### config.mk
export PLATFORM = sky130hd
export DESIGN_NAME = dino_player_ctrl
export DESIGN_NICKNAME = d
export VERILOG_FILES = /design/src/rtl/dino_pkg.sv /design/src/rtl/dino_btn_sync.sv /design/src/rtl/dino_player_ctrl.sv
export SDC_FILE = /design/constraint.sdc
export NUM_CORES = 1
export LEC_CHECK = 0
export CELL_PAD_IN_SITES_DETAIL_PLACEMENT = 2
export CELL_PAD_IN_SITES_GLOBAL_PLACEMENT = 2
export CORE_ASPECT_RATIO = 1.5
export CORE_MARGIN = 3
export CORE_UTILIZATION = 27
export DETAILED_ROUTE_END_ITERATION = 12
export PLACE_DENSITY_LB_ADDON = 0.15
export SLEW_MARGIN = 10
export SYNTH_ARGS = -nofsm -noshare
export SYNTH_HDL_FRONTEND = slang
export SYNTH_SLANG_ARGS = --single-unit
### constraint.sdc
create_clock -name clk -period 1.8 [get_ports clk]
set_clock_uncertainty 0.1 [all_clocks]
set_input_delay 0.18 -clock clk [delete_from_list [all_inputs] [get_ports clk]]
set_output_delay 0.18 -clock clk [all_outputs]
set_load 0.02 [all_outputs]
### src/rtl/dino_pkg.sv
// Shared types for the dino player controller.
// State encoding and obstacle line width.
package dino_pkg;

  typedef enum logic [1:0] {
    IDLE     = 2'd0,
    RUN      = 2'd1,
    AIRBORNE = 2'd2,
    OVER     = 2'd3
  } state_t;

  localparam int LINE_W = 8;

endpackage

### src/rtl/dino_btn_sync.sv
// Jump button synchroniser with registered rising-edge pulse.
// A held button yields exactly one pulse.
module dino_btn_sync #(
  parameter int SYNC_STAGES = 2
) (
  input  logic clk,
  input  logic reset,
  input  logic btn_in,
  output logic pulse_out
);

  logic [SYNC_STAGES-1:0] sync;
  logic                   prev;

  always_ff @(posedge clk or negedge reset) begin
    if (!reset) begin
      sync      <= '0;
      prev      <= 1'b0;
      pulse_out <= 1'b0;
    end else begin
      sync      <= {sync[SYNC_STAGES-2:0], btn_in};
      prev      <= sync[SYNC_STAGES-1];
      pulse_out <= sync[SYNC_STAGES-1] & ~prev;
    end
  end

endmodule

### src/rtl/dino_player_ctrl.sv
// Dino player FSM: jump, collision, score, game over.
// Optional high score register when DINO_HISCORE_EN is defined.
module dino_player_ctrl
  import dino_pkg::*;
#(
  parameter int PLAYER_POS  = 0,
  parameter int JUMP_STEPS  = 2,
  parameter int SCORE_W     = 8,
  parameter int SYNC_STAGES = 2
) (
  input  logic               clk,
  input  logic               reset,
  input  logic [LINE_W-1:0]  ledLine,
  input  logic               line_step,
  input  logic               jump_btn,
  output logic               player_led,
  output logic               jumping,
  output logic               collision,
  output logic               game_over,
  output logic [SCORE_W-1:0] score
`ifdef DINO_HISCORE_EN
  ,
  output logic [SCORE_W-1:0] hiscore
`endif
);

  localparam int CW = $clog2(JUMP_STEPS + 1);
  localparam logic [CW-1:0] JMAX = CW'(JUMP_STEPS);
  localparam logic [CW-1:0] JONE = CW'(1);
  localparam logic [SCORE_W-1:0] SMAX = '1;

  state_t             state;
  state_t             state_n;
  logic [CW-1:0]      jcnt;
  logic [CW-1:0]      jcnt_n;
  logic [SCORE_W-1:0] score_n;
  logic [SCORE_W-1:0] score_inc;
  logic               coll_n;
  logic               hit;
  logic               jump_pulse;

  dino_btn_sync #(
    .SYNC_STAGES(SYNC_STAGES)
  ) u_sync (
    .clk      (clk),
    .reset    (reset),
    .btn_in   (jump_btn),
    .pulse_out(jump_pulse)
  );

  assign hit       = ledLine[PLAYER_POS];
  assign score_inc = (score == SMAX) ? score : score + 1'b1;

  // Hit outranks both the jump and the score step in RUN.
  always_comb begin
    state_n = state;
    jcnt_n  = jcnt;
    score_n = score;
    coll_n  = 1'b0;
    unique case (state)
      IDLE: begin
        if (jump_pulse) begin
          state_n = RUN;
          score_n = '0;
        end
      end
      RUN: begin
        if (hit) begin
          state_n = OVER;
          coll_n  = 1'b1;
        end else begin
          if (line_step)
            score_n = score_inc;
          if (jump_pulse) begin
            state_n = AIRBORNE;
            jcnt_n  = JMAX;
          end
        end
      end
      AIRBORNE: begin
        if (line_step) begin
          score_n = score_inc;
          jcnt_n  = jcnt - 1'b1;
          if (jcnt == JONE)
            state_n = RUN;
        end
      end
      OVER: begin
        if (jump_pulse) begin
          state_n = IDLE;
          score_n = '0;
        end
      end
      default: state_n = IDLE;
    endcase
  end

  always_ff @(posedge clk or negedge reset) begin
    if (!reset) begin
      state      <= IDLE;
      jcnt       <= '0;
      score      <= '0;
      collision  <= 1'b0;
      player_led <= 1'b0;
      jumping    <= 1'b0;
      game_over  <= 1'b0;
    end else begin
      state      <= state_n;
      jcnt       <= jcnt_n;
      score      <= score_n;
      collision  <= coll_n;
      player_led <= (state_n == RUN);
      jumping    <= (state_n == AIRBORNE);
      game_over  <= (state_n == OVER);
    end
  end

`ifdef DINO_HISCORE_EN
  always_ff @(posedge clk or negedge reset) begin
    if (!reset)
      hiscore <= '0;
    else if (coll_n && (score > hiscore))
      hiscore <= score;
  end
`endif

endmodule
==> flow_summary_export.csv <==
group,metric,value,unit
run_status,outcome,"completed",
worst_setup_path,r2r_start,"state[0]",
sta,worst_pin_slew,0.396,ns
cts,cts_buffer_depth,2,
worst_setup_path,end_kind,"primary output",
synth,ys_types,34,
worst_setup_path,crit_required,1.52,ns
hold_path,hp-class,"input port to asynchronous set/reset pin",
sta,slew_headroom,0.733,
power_and_ir_drop,power.leakage,0.664,nW
global_routing,grt_pass1_vias,1101,
cts,cts_tree,"built",
placed_design,place.gp.congestion,0.813,
die,start_util,0.282,
global_routing,grt_overflow_total,0,
global_routing,grt_max_degree,21,
synth,synthDominantCellAreaShare,0.483,
layout,fin_area,1480,µm²
placed_design,post-place-ws,-0.0275,ns
sta,finalSetupTns,0,ns
job,cap_violations,0,
global_routing,grt_pass1_wl,5390,µm
synth,synth-edff-count,0,
die,pin_count,24,
drt,first_iter_violations,14,
sta,fin_ws,0.0920,ns
global_routing,antenna_found_initial,0,
cts,cts_buffers,3,
sta,max_freq,585,MHz
worst_setup_path,worstReg2RegEnd,"score[2]",
layout,area_growth,42.8,%
sta,finalCritPeriodShare,0.949,
drt,num_vias,963,
synth,syn_area_per_cell,10.3,µm²
placed_design,dp_cells,175,
power_and_ir_drop,internal_power,1.56,mW
power_and_ir_drop,pwr-share-comb,0.558,
cts,htree_levels,1,
worst_setup_path,ff2ff_setup_slack,0.10,ns
drt,route.detailed.drc,0,
drt,avgRoutedWirePerCell,17.4,µm
die,coreArea,3680,µm²
layout,fillers,390,
drt,dr.pass1.iters,4,
layout,fin_cells,180,
worst_setup_path,rr_worst_depth,5,
layout,drive_above_1_share,0.255,
layout,seqCellArea,500,µm²
synth,synth.area.top_cells,"dfrtp_1 (48%), ha_1 (7.2%), a31oi_1 (4.2%), nand3_1 (3.4%), inv_1 (3.3%)",
power_and_ir_drop,p_sw,991,µW
synth,ys.flop_type,"dfrtp_1",
layout,post-route-util,0.402,
synth,yosys.area.top_type,"dfrtp_1",
sta,period_needed,1.71,ns
synth,ys_seq_area_frac,0.483,
layout,most-common-layout-cells,"dfrtp_1 (20), buf_4 (18), clkdlybuf4s50_1 (16)",
synth,syn-cell-area,1040,µm²
cts,clock_sinks,20,
layout,num-nets-final,156,
synth,syn-instance-count,101,
worst_setup_path,start_kind,"flop",
power_and_ir_drop,powerDensity,1730,nW/µm²
die,die_area,4640,µm²
worst_setup_path,crit_type,"flop to primary output",
placed_design,dpl-instance-area,1370,µm²
sta,rsz0062_at_grt,"false",
worst_setup_path,cp_max_fo,6,
global_routing,track_usage,0.154,
placed_design,port_buffers,16,
drt,viasPerCell,5.35,
synth,synth_fp_nets,119,
worst_setup_path,critPathArrivalTime,1.43,ns
power_and_ir_drop,clock_power_share,0.182,
cts,cts-root-buf,"clkbuf_8",
cts,clk_pin_slew,0.08,ns
power_and_ir_drop,sw_frac_of_total,0.388,
power_and_ir_drop,pwr-share-seq,0.260,
synth,async_reset_ff_frac,1.00,
layout,final_common_cell,"dfrtp_1",
sta,drv_slew,0,
layout,multi_input_area,527,µm²
drt,wirelength,3120,µm
cts,clk_latency,0.27,ns
synth,ys_ff_latch,20,
die,placementRows,27,
power_and_ir_drop,ir_drop,0.674,mV
layout,n_antenna_cell,0,
die,die_w,56.6,µm
drt,antenna_left,0,
synth,yosysWarnings,0,
cts,cts_hold_buf,0,
placed_design,hpwl,2400,µm
sta,setup_viol,0,
die,die_h,81.9,µm
sta,finalHoldViolations,0,
[layer usage]
layer / GRT usage / share of wire / up-vias
met4: 0.0784 / 0.024 / 0
li1: - / - / 448
met3: 0.0283 / 0.036 / 7
met1: 0.155 / 0.39 / 488
met2: 0.297 / 0.55 / 20
met5: 0 / 0 / -
[Yosys cell counts (2+ instances only)]
cell type	n
nand2_1	7
nor2_1	4
o21a_1	2
a21oi_1	3
o211ai_1	3
o21ai_0	6
ha_1	6
buf_2	2
dfrtp_1	20
nor2b_1	2
a31oi_1	7
and3_1	2
inv_1	9
and2_1	2
nand3_1	7
[stage by stage]
stage	power (mW)	hold WS [ns]
2_1_floorplan	1.39	-0.216
6_report	2.56	0.147
3_5_place_dp	2.01	0.240
5_1_grt	2.77	0.187
3_3_place_gp	1.94	0.238
4_1_cts	2.52	0.165
[power groups by stage]
stage / registers, mW / clock network [mW] / logic (mW)
after global routing: 0.683 / 0.504 / 1.58
after global placement: 0.659 / 0 / 1.28
after CTS: 0.659 / 0.488 / 1.37
final: 0.666 / 0.465 / 1.43
after floorplan: 0.792 / 0 / 0.598
after detailed placement: 0.669 / 0 / 1.34
[timing repair]
item                                    4_1_cts  5_1_grt
endpoints found under the hold margin         0        0
pin swaps                                     1        1
endpoints found under the setup margin        2        8
resized for setup                             1        7
buffers inserted                              1        0
[state kept, by name, indices dropped and copies added (netlist names)]
name	flops
u_sync.pulse_out	1
collision	1
state	2
u_sync.sync	2
player_led	1
score	8
jcnt	2
game_over	1
jumping	1
u_sync.prev	1
[worst max path at each step]
stage	start	to	slack, ns	depth (start not counted)
finish	score[2]	score[2]	0.09	2
global route	state[0]	score[2]	0.005	5
CTS	state[0]	score[2]	0.01	5
detailed placement	state[0]	score[2]	-0.03	5
global placement	line_step	score[2]	0.02	4
floorplan	score[1]	score[1]	0.05	4
[critical path, stage by stage, from the launching register on]
cell and delay (ns):
dfrtp_1 0.40, buf_4 0.16, clkdlybuf4s50_1 0.60
[cell families after synthesis]
kind of cell               after synthesis  share of synthesized area
buffers and inverters                   11                     0.0422
DFF                                     20                      0.483
adders and majority gates                6                     0.0724
AOI/OAI and AO/OA                       33                      0.233
and+or+nand+nor                         30                      0.160
muxes                                    1                    0.00965
[final cells by class]
class                      instances  share of cell area
sequential                        20               0.338
inverter                           9              0.0228
clock inverter                     1              0.0203
multi-input combinational         70               0.356
timing repair buffer              34               0.199
tap                               43              0.0363
clock buffer                       3              0.0279
(Power assumes the default switching activity.)
